[src/rtl/mem_pkg.sv]
// Shared constants and types for the 16-bit memory responder.
// State encoding, counter width and default bus widths.
package mem_pkg;

    localparam int defDataW = 16;
    localparam int defAddrW = 16;
    localparam int cntW     = 4;

    localparam logic [1:0] stIdle = 2'd0;
    localparam logic [1:0] stWait = 2'd1;
    localparam logic [1:0] stResp = 2'd2;

    typedef enum logic [1:0] {
        IDLE = stIdle,
        WAIT = stWait,
        RESP = stResp
    } state_t;

endpackage

[src/rtl/mem_array_16.sv]
// Word storage: synchronous write, asynchronous read.
// Contents are deliberately not reset.
module mem_array_16
    import mem_pkg::*;
#(
    parameter int DATA_W     = defDataW,
    parameter int DEPTH_LOG2 = 8
) (
    input  logic                  clk,
    input  logic                  wrEn,
    input  logic [DEPTH_LOG2-1:0] wrIdx,
    input  logic [DATA_W-1:0]     wrData,
    input  logic [DEPTH_LOG2-1:0] rdIdx,
    output logic [DATA_W-1:0]     rdData
);

    logic [DATA_W-1:0] mem [2**DEPTH_LOG2];

    always_ff @(posedge clk) begin
        if (wrEn) begin
            mem[wrIdx] <= wrData;
        end
    end

    assign rdData = mem[rdIdx];

endmodule

[src/rtl/mem_responder_16.sv]
// Fixed-latency memory responder for pipeline memory-stage requests.
// One word read/write per request; odd byte addresses report an error.
module mem_responder_16
    import mem_pkg::*;
#(
    parameter int DATA_W     = defDataW,
    parameter int ADDR_W     = defAddrW,
    parameter int DEPTH_LOG2 = 8,
    parameter int LATENCY    = 4
) (
    input  logic              clk,
    input  logic              rst_n,
    input  logic              req_valid,
    output logic              req_ready,
    input  logic              req_wr,
    input  logic [ADDR_W-1:0] req_addr,
    input  logic [DATA_W-1:0] req_wdata,
    output logic              resp_valid,
    output logic [DATA_W-1:0] resp_rdata,
    output logic              resp_err,
    output logic              busy
);

    localparam logic [cntW-1:0] cntLoad = cntW'(LATENCY - 1);

    state_t state;
    state_t nextState;

    logic [cntW-1:0]     cnt;
    logic                started;
    logic                accept;
    logic                enterResp;
    logic                latWr;
    logic [DEPTH_LOG2:0] latAddr;
    logic [DATA_W-1:0]   latData;
    logic                curWr;
    logic [DEPTH_LOG2:0] curAddr;
    logic [DATA_W-1:0]   curData;
    logic [DATA_W-1:0]   rdData;
    logic                unusedAddrBits;

    assign unusedAddrBits = ^req_addr[ADDR_W-1:DEPTH_LOG2+1];

    assign req_ready  = started && (state == IDLE);
    assign accept     = req_valid && req_ready;
    assign resp_valid = (state == RESP);
    assign busy       = (state != IDLE);

    always_comb begin
        nextState = state;
        case (state)
            IDLE: if (accept) nextState = (LATENCY == 1) ? RESP : WAIT;
            WAIT: if (cnt == cntW'(1)) nextState = RESP;
            RESP: nextState = IDLE;
            default: nextState = IDLE;
        endcase
    end

    assign enterResp = (nextState == RESP) && (state != RESP);

    // A single-cycle build enters RESP straight from IDLE, before the latch
    assign curWr   = (state == IDLE) ? req_wr : latWr;
    assign curAddr = (state == IDLE) ? req_addr[DEPTH_LOG2:0] : latAddr;
    assign curData = (state == IDLE) ? req_wdata : latData;

    always_ff @(posedge clk or negedge rst_n) begin
        if (!rst_n) begin
            state   <= IDLE;
            started <= 1'b0;
            cnt     <= '0;
            latWr   <= 1'b0;
            latAddr <= '0;
            latData <= '0;
        end else begin
            state   <= nextState;
            started <= 1'b1;
            if (accept) begin
                cnt     <= cntLoad;
                latWr   <= req_wr;
                latAddr <= req_addr[DEPTH_LOG2:0];
                latData <= req_wdata;
            end else if (state == WAIT) begin
                cnt <= cnt - 1'b1;
            end
        end
    end

    always_ff @(posedge clk or negedge rst_n) begin
        if (!rst_n) begin
            resp_err   <= 1'b0;
            resp_rdata <= '0;
        end else if (enterResp) begin
            resp_err   <= curAddr[0];
            resp_rdata <= curAddr[0] ? '0 : (curWr ? curData : rdData);
        end
    end

    mem_array_16 #(
        .DATA_W     (DATA_W),
        .DEPTH_LOG2 (DEPTH_LOG2)
    ) uArray (
        .clk    (clk),
        .wrEn   (enterResp && curWr && !curAddr[0]),
        .wrIdx  (curAddr[DEPTH_LOG2:1]),
        .wrData (curData),
        .rdIdx  (curAddr[DEPTH_LOG2:1]),
        .rdData (rdData)
    );

endmodule

[config.mk]
export PLATFORM = sky130hd
export DESIGN_NAME = mem_responder_16
export DESIGN_NICKNAME = d
export VERILOG_FILES = /design/src/rtl/mem_pkg.sv /design/src/rtl/mem_array_16.sv /design/src/rtl/mem_responder_16.sv
export SDC_FILE = /design/constraint.sdc
export NUM_CORES = 2
export LEC_CHECK = 0
export CAP_MARGIN = 10
export CORE_AREA = 4 4 511 715
export DETAILED_ROUTE_END_ITERATION = 12
export DIE_AREA = 0 0 515 719
export HOLD_SLACK_MARGIN = 0.03
export PLACE_DENSITY_LB_ADDON = 0.1
export SLEW_MARGIN = 20
export SYNTH_ARGS = -nofsm -noshare
export SYNTH_HDL_FRONTEND = slang
export SYNTH_HIERARCHICAL = 1
export SYNTH_SLANG_ARGS = --single-unit
[constraint.sdc]
create_clock -name clk -period 4.2 [get_ports clk]
set_clock_uncertainty 0.05 [all_clocks]
set_input_delay 0.42 -clock clk [delete_from_list [all_inputs] [get_ports clk]]
set_output_delay 0.42 -clock clk [all_outputs]
set_load 0.01 [all_outputs]
==> Flow_metrics.wiki <==
{| class="wikitable"
! Metric !! Value
|-
| Run status || finished with violations
|-
| Violations in the final reports || negative setup slack
|-
| Antenna violation net count after detailed routing || 0
|-
| Seq cells post-synth || 4146
|-
| Bufs on Longest Clock Path || 4
|-
| Port-buffer cells || 48
|-
| I/O pin total || 56
|-
| Static leakage || 61.4 nW
|-
| Share of flip-flops with an asynchronous set or reset || 1.21%
|-
| Largest area contributor in the netlist || sky130_fd_sc_hd__edfxtp_1
|-
| Number of flops mapped to enable cells by yosys || 4096
|-
| Number of distinct standard cells referenced by the synthesized netlist || 62
|-
| Top cell type's share of synthesized area || 76.4%
|-
| Path category of the worst min-delay check || input port to register
|-
| Final layout net count || just under 9k
|-
| Unrepaired setup endpoints after global routing || yes
|-
| Delay of the slowest critical-path stage || 0.56 ns
|-
| Internal power contribution || 94.7 mW
|-
| DRC || 0
|-
| Highest layer used for signal routing || met5
|-
| Rows || 260
|-
| Number of vias in the routed layout || 82.6k
|-
| Critical path data required time || 5.01 ns
|-
| Number of setup violations in the final report || 16
|-
| Share of power burned in registers || a little over a third
|-
| Total die area || 0.370 mm2
|-
| Average wire per cell in the routed design || 34.5 um
|-
| Vias per Instance || ~6
|-
| Slew Limit Headroom || 30.2%
|-
| First-pass iteration count of the detailed router || 7
|-
| Worst Hold Depth || 2
|-
| Synth Flop Type || sky130_fd_sc_hd__edfxtp_1
|-
| Actual transition at the worst max-transition pin || 1.05 ns
|-
| Critical Path Slowest Stage Cell || sky130_fd_sc_hd__nor4_4
|-
| Final cycle utilization of the critical path || 107%
|-
| Amount of wire on met3 after detailed routing || 30800 um
|-
| CTS root buffer || sky130_fd_sc_hd__clkbuf_16
|-
| GRT Util Overall || 25.0%
|-
| Count of clock tree sinks || 4146
|-
| Clock buffers created by TritonCTS || 387
|-
| Final-report max-slew violation count || 0
|-
| Register area share after synthesis || 77.2%
|-
| Largest net degree at the start of global routing || around 140
|-
| Reg2reg path depth || 17
|-
| Initial antenna violation count || 30
|-
| Most common cell type on the critical path || sky130_fd_sc_hd__buf_12
|-
| Aggregate global routing overflow || 0
|-
| Effective utilization at floorplan || 44.9%
|-
| TritonCTS clock tree || built
|-
| Portion of total power attributed to the clock network || 23.5%
|-
| DR iter-0 viols || 9066
|-
| Post-Synthesis Net Count || roughly 7.6k
|-
| Width of the chip || 515 um
|-
| Number of inserted filler cells in the final layout || 27.8k
|-
| Number of max-cap violations || 0
|-
| Detailed-route wire length || 472000 um
|-
| Combinational share of power || 40.0%
|-
| Min cycle time layout || 4.51 ns
|-
| WS Path Type || register to register
|-
| Global-route wire length before repair || 655000 um
|-
| Share of post-route cells with drive strength above 1 || 32.5%
|-
| Total power after layout || 145 mW
|-
| Number of synthesis warnings || 6
|-
| Clock-pin slew reported for the worst setup and hold paths after clock tree synthesis || about 0.070 ns
|-
| Power density over the cells || about 770 mW/mm2
|-
| Detailed-routing wirelength on met1 || 192000 um
|-
| Highest fanout seen on the critical path || 25
|-
| Switching share of total power || 34.8%
|-
| Combined area of all synthesized cells || 0.161 mm2
|-
| Hold violation total from the final report || 0
|-
| Net Sw Power || 50.6 mW
|-
| Leading cell types by total area after synthesis || sky130_fd_sc_hd__edfxtp_1 76%, sky130_fd_sc_hd__mux4_2 11%, sky130_fd_sc_hd__mux2i_1 3.6%, sky130_fd_sc_hd__o221ai_1 1.4%, sky130_fd_sc_hd__mux2_2 0.98%
|-
| Half-perimeter wire length after detailed placement || 295000 um
|-
| Final Worst Setup Slack || -0.312 ns
|-
| Achievable clock frequency || between 200 and 250 MHz
|-
| Vias in the first global route || 83.2k
|-
| Sort of element at the end of the critical path || register
|-
| Post-synthesis instance total || 7532
|-
| Post-layout util || 52.8%
|-
| Type of element launching the critical path || register
|-
| Placeable core region || around 0.36 mm2
|-
| Leading cell type in the layout, fill and taps excluded || sky130_fd_sc_hd__edfxtp_1
|-
| Mean cell area of the mapped netlist || 21.4 um2
|-
| Die Span Y || 719 um
|-
| Data arrival time of the critical path || 5.32 ns
|-
| Met2 wire length || 233000 um
|-
| Cell breakdown of the critical path || nor2_4 -> buf_12 -> mux2_8 -> buf_12 -> buf_12 -> buf_12 -> buf_12 -> buf_4 -> mux4_2 -> o22ai_1 -> o31ai_2 -> o32ai_4 -> buf_4 -> nor4_4 -> mux2i_1 -> nor2_1 -> mux2_4
|-
| Area overhead of the layout relative to synthesis || 17.6%
|-
| Routability-driven placement congestion ratio || approximately 0.84
|-
| Max rail drop VDD || 0.000642 V
|-
| Clk Latency, worst-skew pair || a little over 0.9 ns
|-
| Htree depth || 5
|-
| Top library cells by usage in the layout, fill and taps aside || 4096 x sky130_fd_sc_hd__edfxtp_1, 958 x sky130_fd_sc_hd__buf_4, 797 x sky130_fd_sc_hd__mux4_2
|}
==> per-stage QoR <==
stage | worst slack (ns) | instances | TNS, ns | hold slack, ns | instance area (um2)
after floorplan | 0.732 | 7532 | 0 | 0.0744 | 161000
after CTS | -0.261 | 13600 | -2.70 | 0.0613 | 188000
after detailed placement | -1.30 | 12900 | -12.11 | 0.448 | 175000
after global placement | -1.33 | 12900 | -13.00 | 0.435 | 175000
final | -0.312 | 13700 | -2.64 | 0.135 | 189000
after global routing | -0.331 | 13700 | -3.91 | 0.107 | 189000
==> registers in the layout (all words and copies together), names as in the netlist <==
name        cells
resp_rdata     16
latAddr         9
latData        16
resp_err        1
cnt             4
uArray/mem   4096
started         1
state           2
latWr           1
==> area by class of cell <==
class	count	area [um2]	area share (%)
antenna	14	35.0	0.0185
clock buffer	476	10200	5.39
clock inverter	209	1830	0.966
inverter	8	50.0	0.0264
multi-input combinational	2916	35800	18.9
sequential	4146	124000	65.6
tap	4716	5900	3.12
timing repair buffer	1187	11200	5.94
==> cell families after synthesis <==
kind of cell / share of synthesized area, %
AOI/OAI and AO/OA: 3.50
xor gates and xnor gates: 0.0109
adders and majority gates: 0.0155
buffers and inverters: 1.73
DFF: 77.2
muxes: 15.9
other: 0.00233
and+or+nand+nor: 1.65
==> power groups by stage <==
stage          sequential, mW  combinational, mW  clock (mW)
6_report                 53.0               58.1        34.2
5_1_grt                  53.0               60.7        36.6
4_1_cts                  52.9               56.8        34.9
3_5_place_dp             53.8               55.3           0
3_3_place_gp             53.8               54.6           0
2_1_floorplan            54.5               28.4           0
==> cell usage after synthesis (9+ instances only) <==
cell type                  number
sky130_fd_sc_hd__and3_1        12
sky130_fd_sc_hd__buf_1         27
sky130_fd_sc_hd__o21ai_0       39
sky130_fd_sc_hd__nor4_1        17
sky130_fd_sc_hd__a221oi_1      28
sky130_fd_sc_hd__nand2_1       40
sky130_fd_sc_hd__o32ai_1       20
sky130_fd_sc_hd__mux2_4        15
sky130_fd_sc_hd__a22oi_1       43
sky130_fd_sc_hd__nor2b_1        9
sky130_fd_sc_hd__o31ai_1       16
sky130_fd_sc_hd__nor2_1       321
sky130_fd_sc_hd__buf_6         80
sky130_fd_sc_hd__o221ai_1     252
sky130_fd_sc_hd__nand3_1       35
sky130_fd_sc_hd__mux4_2       797
sky130_fd_sc_hd__mux2_2       140
sky130_fd_sc_hd__a21oi_1      176
sky130_fd_sc_hd__edfxtp_1    4096
sky130_fd_sc_hd__a22o_1        32
sky130_fd_sc_hd__a211oi_1      18
sky130_fd_sc_hd__o22ai_1      148
sky130_fd_sc_hd__nor3_1        92
sky130_fd_sc_hd__buf_8         11
sky130_fd_sc_hd__mux2i_1      581
sky130_fd_sc_hd__buf_4         26
sky130_fd_sc_hd__buf_2         81
sky130_fd_sc_hd__dfrtp_1       50
sky130_fd_sc_hd__nand4_1       26
sky130_fd_sc_hd__clkbuf_1     232
==> worst paths after layout <==
| kind | startpoint | endpoint | slack (ns) |
|---|---|---|---|
| setup / recovery | state[0] | resp_rdata[6] | -0.31 |
| hold / removal | req_addr[8] | latAddr[8] | 0.13 |
| setup reg to reg | state[0] | resp_rdata[6] | -0.31 |
| hold reg to reg | latAddr[8] | latAddr[8] | 0.46 |
| max in group asynchronous | rst_n | latAddr[3] | 3.16 |
| min in group asynchronous | rst_n | cnt[1] | 0.59 |
==> critical path: cells and delay by family, from the launching register on <==
kind	cells	cell delay (ns)
compound gates	3	0.62
mux	4	1.06
flops	1	0.41
buf+inv	7	1.36
simple gates	3	0.84
==> routing by layer <==
layer | global-route usage [%] | vias up
met5 | 0 | -
met4 | 7.08 | 2
met3 | 3.80 | 639
met2 | 41.4 | 2999
met1 | 34.7 | 44900
li1 | - | 34100
==> timing repair <==
action                     in CTS  in global routing
setup endpoints to repair      16                 16
hold endpoints to repair       42                  0
hold buffers                    5                  0
pin swaps                      17                 24
cloned                          2                 13
gates resized for setup       125                103
buffers inserted                7                 38
Note: power is estimated with default switching activity, not from simulation.
